==> src/rtl/rgb_fade_ramp.sv <==
// Smooth per-channel fade of RGB levels toward key-driven targets.
// Each channel steps one unit per STEP_CYCLES clocks; snap jumps straight to the targets.

module rgb_fade_chan #(
    parameter int MAX_LEVEL   = 25,
    parameter int RESET_LEVEL = 1
) (
    input  logic       clk,
    input  logic       rst_n,
    input  logic [7:0] target_i,
    input  logic       load_i,
    input  logic       step_i,
    output logic [7:0] cur_o,
    output logic       eq_o,
    output logic       eq_step_o
);
    localparam logic [7:0] MAX_L = 8'(MAX_LEVEL);
    localparam logic [7:0] RST_L = 8'(RESET_LEVEL);

    logic [7:0] tgt;
    logic [7:0] step_val;
    logic [7:0] cur_q, cur_d;

    assign tgt = (target_i > MAX_L) ? MAX_L : target_i;

    // cur never leaves 0..MAX_LEVEL, so the +/-1 cannot wrap
    always_comb begin
        step_val = cur_q;
        if (cur_q < tgt)
            step_val = cur_q + 8'd1;
        else if (cur_q > tgt)
            step_val = cur_q - 8'd1;
    end

    always_comb begin
        cur_d = cur_q;
        if (load_i)
            cur_d = tgt;
        else if (step_i)
            cur_d = step_val;
    end

    always_ff @(posedge clk or negedge rst_n) begin
        if (!rst_n)
            cur_q <= RST_L;
        else
            cur_q <= cur_d;
    end

    assign cur_o     = cur_q;
    assign eq_o      = (cur_q == tgt);
    assign eq_step_o = (step_val == tgt);
endmodule

module rgb_fade_ramp #(
    parameter int STEP_CYCLES = 500000,
    parameter int MAX_LEVEL   = 25,
    parameter int RESET_LEVEL = 1
) (
    input  logic       clk,
    input  logic       rst_n,
    input  logic [7:0] target_r,
    input  logic [7:0] target_g,
    input  logic [7:0] target_b,
    input  logic       snap,
    output logic [7:0] cur_r,
    output logic [7:0] cur_g,
    output logic [7:0] cur_b,
    output logic       busy,
    output logic       settled_pulse
);
    localparam int          NUM_CH = 3;
    localparam int          CW     = $clog2(STEP_CYCLES);
    localparam logic [CW-1:0] LAST = CW'(STEP_CYCLES - 1);

    typedef enum logic {IDLE, RAMP} state_e;

    state_e                       state_q, state_d;
    logic [CW-1:0]                count_q, count_d;
    logic                         busy_q, busy_d;
    logic                         settled_q, settled_d;
    logic                         tick, match, match_step;
    logic                         load, step_en;
    logic [NUM_CH-1:0][7:0]       target, cur;
    logic [NUM_CH-1:0]            eq, eq_step;

    assign target = {target_b, target_g, target_r};

    for (genvar c = 0; c < NUM_CH; c++) begin : g_ch
        rgb_fade_chan #(
            .MAX_LEVEL  (MAX_LEVEL),
            .RESET_LEVEL(RESET_LEVEL)
        ) u_chan (
            .clk      (clk),
            .rst_n    (rst_n),
            .target_i (target[c]),
            .load_i   (load),
            .step_i   (step_en),
            .cur_o    (cur[c]),
            .eq_o     (eq[c]),
            .eq_step_o(eq_step[c])
        );
    end

    assign match      = &eq;
    assign match_step = &eq_step;
    assign tick       = (state_q == RAMP) && (count_q == LAST);

    always_ff @(posedge clk or negedge rst_n) begin
        if (!rst_n) begin
            state_q   <= IDLE;
            count_q   <= '0;
            busy_q    <= 1'b0;
            settled_q <= 1'b0;
        end else begin
            state_q   <= state_d;
            count_q   <= count_d;
            busy_q    <= busy_d;
            settled_q <= settled_d;
        end
    end

    // Retargeting mid-ramp does not restart the counter; it only changes where the next tick steps.
    always_comb begin
        state_d = state_q;
        count_d = '0;
        case (state_q)
            IDLE: begin
                if (!snap && !match)
                    state_d = RAMP;
            end
            RAMP: begin
                if (snap || match)
                    state_d = IDLE;
                else if (tick && match_step)
                    state_d = IDLE;
                else
                    count_d = tick ? '0 : count_q + CW'(1);
            end
            default: state_d = IDLE;
        endcase
    end

    always_comb begin
        load      = snap;
        step_en   = (state_q == RAMP) && !snap && !match && tick;
        busy_d    = (state_d == RAMP);
        settled_d = (state_q == RAMP) && (state_d == IDLE);
    end

    assign cur_r         = cur[0];
    assign cur_g         = cur[1];
    assign cur_b         = cur[2];
    assign busy          = busy_q;
    assign settled_pulse = settled_q;
endmodule

==> config.mk <==
export PLATFORM = sky130hd
export DESIGN_NAME = rgb_fade_ramp
export DESIGN_NICKNAME = d
export VERILOG_FILES = /design/src/rtl/rgb_fade_ramp.sv
export SDC_FILE = /design/constraint.sdc
export NUM_CORES = 1
export LEC_CHECK = 0
export ABC_AREA = 1
export BUFFER_PORTS_ARGS = -buffer_cell sky130_fd_sc_hd__buf_2
export CAP_MARGIN = 5
export CORE_ASPECT_RATIO = 0.9
export CORE_MARGIN = 4
export CORE_UTILIZATION = 35
export CTS_CLUSTER_SIZE = 16
export DETAILED_ROUTE_END_ITERATION = 6
export GPL_TIMING_DRIVEN = 0
export PLACE_DENSITY = 0.58
export SLEW_MARGIN = 10
export SYNTH_ARGS = -nofsm -noshare
export SYNTH_HDL_FRONTEND = slang
export SYNTH_SLANG_ARGS = --single-unit
==> constraint.sdc <==
create_clock -name clk -period 3.22 [get_ports clk]
set_input_delay 0.322 -clock clk [delete_from_list [all_inputs] [get_ports clk]]
set_output_delay 0.322 -clock clk [all_outputs]
set_load 0.005 [all_outputs]
# Word-level counts from Yosys, hierarchy flattened
# Cells that the tools add are included.
dict set report op_classes {
  n_reduce_logical 13
  bitwise 2
  addsub 7
  n_eq_ne 7
  magnitude_cmp 9
  mux 23
}
# operator n
set op_table {}
lappend op_table {{$mux 8} 15}
lappend op_table {{$mux 19} 4}
lappend op_table {{$eq 8x8->1} 6}
lappend op_table {{$add 8x1->8 const B} 3}
lappend op_table {{$gt 8x5->1 const B} 3}
lappend op_table {{$gt 8x8->1} 3}
lappend op_table {{$lt 8x8->1} 3}
lappend op_table {{$sub 8x1->8 const B} 3}
lappend op_table {{$add 19x1->19 const B} 1}
lappend op_table {{$eq 19x19->1 const B} 1}
lappend op_table {{$logic_and 1x1->1} 7}
lappend op_table {{$reduce_and 3->1} 2}
lappend op_table {{$mux 1} 3}
lappend op_table {{$logic_not 1->1} 2}
lappend op_table {{$not 1->1} 2}
lappend op_table {{$pmux 1 s2} 1}
lappend op_table {{$reduce_bool 2->1} 1}
lappend op_table {{$logic_or 1x1->1} 1}
dict set report totals {
  output_inout_bits 26
  register_bits 45
  word_cells 67
  input_bits 27
}

# Logic depth before layout (Yosys ltp)
dict set report depth {
  depth_word 13
  depth_mapped 24
  depth_no_buf 23
}

# Modules after synthesis
# A second synthesis with hierarchy kept.
dict set report unflattened {
  hier_cells 694
  area_unflattened_um2 4581.9
}
# module area_per_inst_um2 n_inst cells_per_inst seq_area_each_um2
set modules_own_cells {}
lappend modules_own_cells {{rgb_fade_chan (g_ch[0].u_chan ...)} 1132.3 2 178 201.4}
lappend modules_own_cells {rgb_fade_ramp 1229.9 1 161 525.5}
lappend modules_own_cells {{rgb_fade_chan (g_ch[1].u_chan)} 1087.3 1 177 201.4}

# Least setup slack after synthesis
# No wires, ideal clock.
dict set report synth_timing {
  kind {input to register}
  startpoint {input target_r[2]}
  endpoint {register g_ch[2].u_chan.cur_q[4]}
  t_arrival_ns 2.420
  n_path_buf 2
  cell_stages 18
  slack_ns 0.720
  setup_time_ns 0.080
  required_ns 3.140
  cell_sequence {o211ai_1 -> nand3_1 -> nor2_1 -> inv_1 -> ha_1 -> nand2_1 -> nor2_1 -> nand2_2 -> nor3_2 -> nor2_1 -> inv_2 -> nor2_2 -> nand2_4 -> inv_2 -> or2_1 -> buf_6 -> buf_6 -> o211ai_2}
}
dict set report synth_via {
  elab_chain_cells 8
}
# item line
set synth_lines {}
lappend synth_lines {{start, declared} 62} ;# input logic [7:0] target_r,
lappend synth_lines {{$gt 8x5->1} 24} ;# assign tgt = (target_i > MAX_L) ? MAX_L : target_i;
lappend synth_lines {{$mux 8 *} 24}
lappend synth_lines {{$eq 8x8->1 *} 51} ;# assign eq_o = (cur_q == tgt);
lappend synth_lines {{$reduce_and 3->1 *} 105} ;# assign match = &eq;
lappend synth_lines {{$logic_not 1->1 *} 146} ;# step_en = (state_q == RAMP) && !snap && !match && tick;
lappend synth_lines {{$logic_and 1x1->1 * (2 in a row)} 146}
lappend synth_lines {{$reduce_bool 2->1 (no line) *} --}
lappend synth_lines {{end signal, assigned} 47} ;# cur_q <= cur_d;
lappend synth_lines {{end, declared} 22} ;# logic [7:0] cur_q, cur_d;
# Mark *: on every way between the ends. The rest lies on a longest branch, timed or not.
# A chain may end at the register's enable or synchronous reset.

# Final worst setup path
dict set report layout_timing {
  startpoint {input target_r[2]}
  endpoint {register g_ch[0].u_chan.cur_q[2]}
}
dict set report layout_via {
  elab_chain_cells 8
  elab_cells_between_ends 14
  cone_classes {order compare: 3; eq/ne: 1; mux: 5; reduce/logical: 5}
}
# item line
set layout_lines {}
lappend layout_lines {{$gt 8x5->1} 24}
lappend layout_lines {{$mux 8 *} 24}
lappend layout_lines {{parallel branches: the longest is 6 deep, another holds $gt 8x8->1} --}
lappend layout_lines {{end signal, assigned} 47}
lappend layout_lines {{end, declared} 22}
# Mark *: on every way between the ends. The select of a mux whose other input is x is not followed.

==> reports/qor.csv <==
stage,metric,value,unit
status,status,"finished, final reports clean",
routing,drtPass1Iterations,4,
synthesis,synthMuxAreaShare,0,%
sta,finalHoldViolCount,0,
floorplan,initial_core_util,36.58,%
synthesis,synthSimpleGateAreaFrac,41.98,%
setup_path,path_depth,18,
setup_path,start_kind,input port,
power,p_switching,457.6,uW
floorplan,io_pins,53,
run,cap_violations,0,
routing,ant_nets,0,
synthesis,postSynthCellCount,642,
finish,fill_cells,1276,
clock_network,cts.sinks,45,
power,p_comb_share,20.5,%
setup_path,crit_family,simple AND/OR/NAND/NOR gates,
finish,drive_gt1_share,16.50,%
setup_path,path_buf_inv,5,
synthesis,ys_types,41,
sta,hold-worst-slack,227.7,ps
synthesis,synth-xor-area-share,2.463,%
synthesis,syn_area,0.004268,sq mm
floorplan,core,0.01167,sq mm
setup_path,slowest_delay,510,ps
sta,slew_headroom,27.53,%
power,p_leak,0.002619,uW
setup_path,timing.critical_path.fanout_max,10,
global_route,grt_max_degree,46,
synthesis,yosysSeqAreaShare,26.47,%
routing,via_per_inst,4.968,
finish,antenna_cells,0,
synthesis,synth_compound_area_share,10.26,%
routing,vias,4297,
sta,clock_skew,3.231,ps
global_route,first_global_vias,4061,
routing,drcViolationCount,0,
routing,drt_iter0_drc,246,
clock_network,cts_made_buffers,5,
clock_network,cts_tree,built,
setup_path,cp.required,3440,ps
sta,fin_crit_sh,90.39,%
clock_network,root_buffer,clkbuf_16,
finish,layout_common_cells,"195 x nand2_1, 87 x inv_1, 84 x nand3_1",
clock_network,post_cts_buffers,0,
floorplan,die-area,0.01403,sq mm
sta,worstMarginPinSlew,1087,ps
placement,dp.cells,857,
power,vdd_drop_max,0.0001898,V
power,p_seq_share,42.4,%
setup_path,reg2reg_depth,14,
routing,routedWlPerCell,13.35,microns
global_route,grt_pass1_wl,19780,microns
finish,nets,766,
synthesis,syn_area_per_cell,6.648,sq um
floorplan,die_x,124.4,microns
clock_network,clk-insertion-delay-late,290,ps
hold_path,hold_path_class,in -> async,
setup_path,arrival,3130,ps
placement,portBuffers,51,
sta,max_freq,0.3436,GHz
synthesis,ys_warn_count,0,
placement,dp_hpwl,9074,microns
synthesis,ys_ff_latch,45,
synthesis,synth_top_family_by_area,simple AND/OR/NAND/NOR gates,
global_route,grt_use_total,16.82,%
finish,layout_commonest_cell,nand2_1,
clock_network,ctsHoldBuffers,0,
finish,instances_no_fill,865,
setup_path,critPathCaptureType,flop,
sta,setup_viol,0,
sta,report.final.slew_viol_count,0,
floorplan,row_count,37,
sta,setup_ws,309.5,ps
power,p_sw_share,31.91,%
placement,globalplace.congestion,0.8677,
placement,post-place-ws,-110.8,ps
setup_path,critical_path.slowest_cell,clkbuf_1,
sta,fin_crit,2911,ps
setup_path,crit_chain,buf_2 -> o211ai_1 -> nand3_2 -> nor2_2 -> inv_1 -> ha_1 -> nand2_1 -> nor2_1 -> nand2_2 -> nor3_2 -> nor2_1 -> inv_2 -> nor2_2 -> nand2_4 -> inv_2 -> clkbuf_1 -> nand2_1 -> o211ai_2,
power,powerDensity,291.8,mW/mm^2
sta,rsz0062_at_grt,no,
power,clockPowerShare,37.1,%
clock_network,path_clk_slew,70,ps
global_route,grt_overflow,0,
synthesis,yosys.area_share.adder,9.088,%
routing,routed_wl,11550,microns
power,p_int,976.3,uW
global_route,antenna_found_initial,0,
floorplan,die_h,112.8,microns
finish,syn_to_final_growth,15.13,%
setup_path,critPathKind,in -> reg,
clock_network,clockBufferDepth,2,
clock_network,ctsHtreeMaxLevel,2,
final timing paths:
path                                               from                 endpoint  slack, ps
worst max-delay path                        target_r[2]  g_ch[0].u_chan.cur_o[2]        310
worst min-delay path                              rst_n  g_ch[2].u_chan.cur_o[4]        230
min in group clk                                   snap  g_ch[0].u_chan.cur_o[0]        370
worst max register to register  g_ch[2].u_chan.cur_o[0]  g_ch[0].u_chan.cur_o[2]        340
max in group asynchronous                         rst_n               count_q[6]       2320
worst min register to register               count_q[0]               count_q[0]        460
sequential cells by signal, summed over array words and instances, names as in the netlist:
name,flops
busy,1
settled_pulse,1
g_ch.u_chan.cur_o,24
count_q,19
synth_stat cells (all sizes together):
library cell / number / area [sq um]
a211oi: 2 / 15.01
a21o: 3 / 22.52
a21oi: 15 / 75.07
a31oi: 1 / 6.260
and2: 1 / 6.260
and3: 1 / 6.260
buf: 7 / 62.56
clkbuf: 3 / 11.26
conb: 1 / 3.750
dfrtp: 42 / 1051
dfstp: 3 / 78.83
ha: 31 / 387.9
inv: 90 / 337.8
nand2: 205 / 809.5
nand3: 85 / 425.4
nand3b: 3 / 22.52
nand4: 12 / 75.07
nor2: 70 / 302.8
nor3: 16 / 85.08
nor3b: 2 / 15.01
nor4: 3 / 25.02
o211ai: 13 / 147.6
o21ai: 7 / 46.30
o221ai: 5 / 50.04
o22ai: 6 / 75.07
or2: 3 / 18.77
xnor2: 1 / 8.760
xor2: 11 / 96.34
power groups by stage:
stage / sequential [uW] / combinational [uW] / clock [uW]
2_1_floorplan: 611 / 199 / 0
3_3_place_gp: 617 / 288 / 0
3_5_place_dp: 618 / 294 / 0
4_1_cts: 607 / 294 / 543
5_1_grt: 610 / 341 / 569
6_report: 607 / 294 / 533
layout make-up:
type	instances	area [sq um]	area share [%]
clock buffer	5	125.1	2.546
sequential	45	1130	22.99
buffer	10	73.82	1.502
tap	156	195.2	3.972
multi-input combinational	505	2774	56.46
inverter	90	337.8	6.875
timing repair buffer	51	255.2	5.195
clock inverter	3	22.52	0.4584
cells by family after synthesis:
logic type | Yosys count
simple gates | 401
buf+inv | 100
compound gates | 52
flops | 45
fa+ha+maj | 31
xor+xnor | 12
other cells | 1
timing repair:
item | CTS | global route
resized for setup | 0 | 5
hold endpoints to repair | 0 | 0
setup endpoints to repair | 0 | 9
metrics by stage:
step | setup TNS [ps] | utilization [%] | area [sq um] | power [uW]
final | 0 | 42.12 | 4913 | 1434
after global routing | 0 | 42.12 | 4913 | 1521
after CTS | 0 | 41.97 | 4896 | 1444
after detailed placement | -862.5 | 40.70 | 4748 | 911.3
after global placement | -25.60 | 40.70 | 4748 | 905.2
after floorplan | 0 | - | 4298 | 810.3
per-layer routing:
metal  track usage, %  wire length (microns)  up-vias
li1                 -                      -     2224
met1            24.37                   5685     1982
met2            26.80                   5285       85
met3            2.596                    502        6
met4            3.141                     71        0
met5                0                      0        -
(Power assumes the default switching activity.)
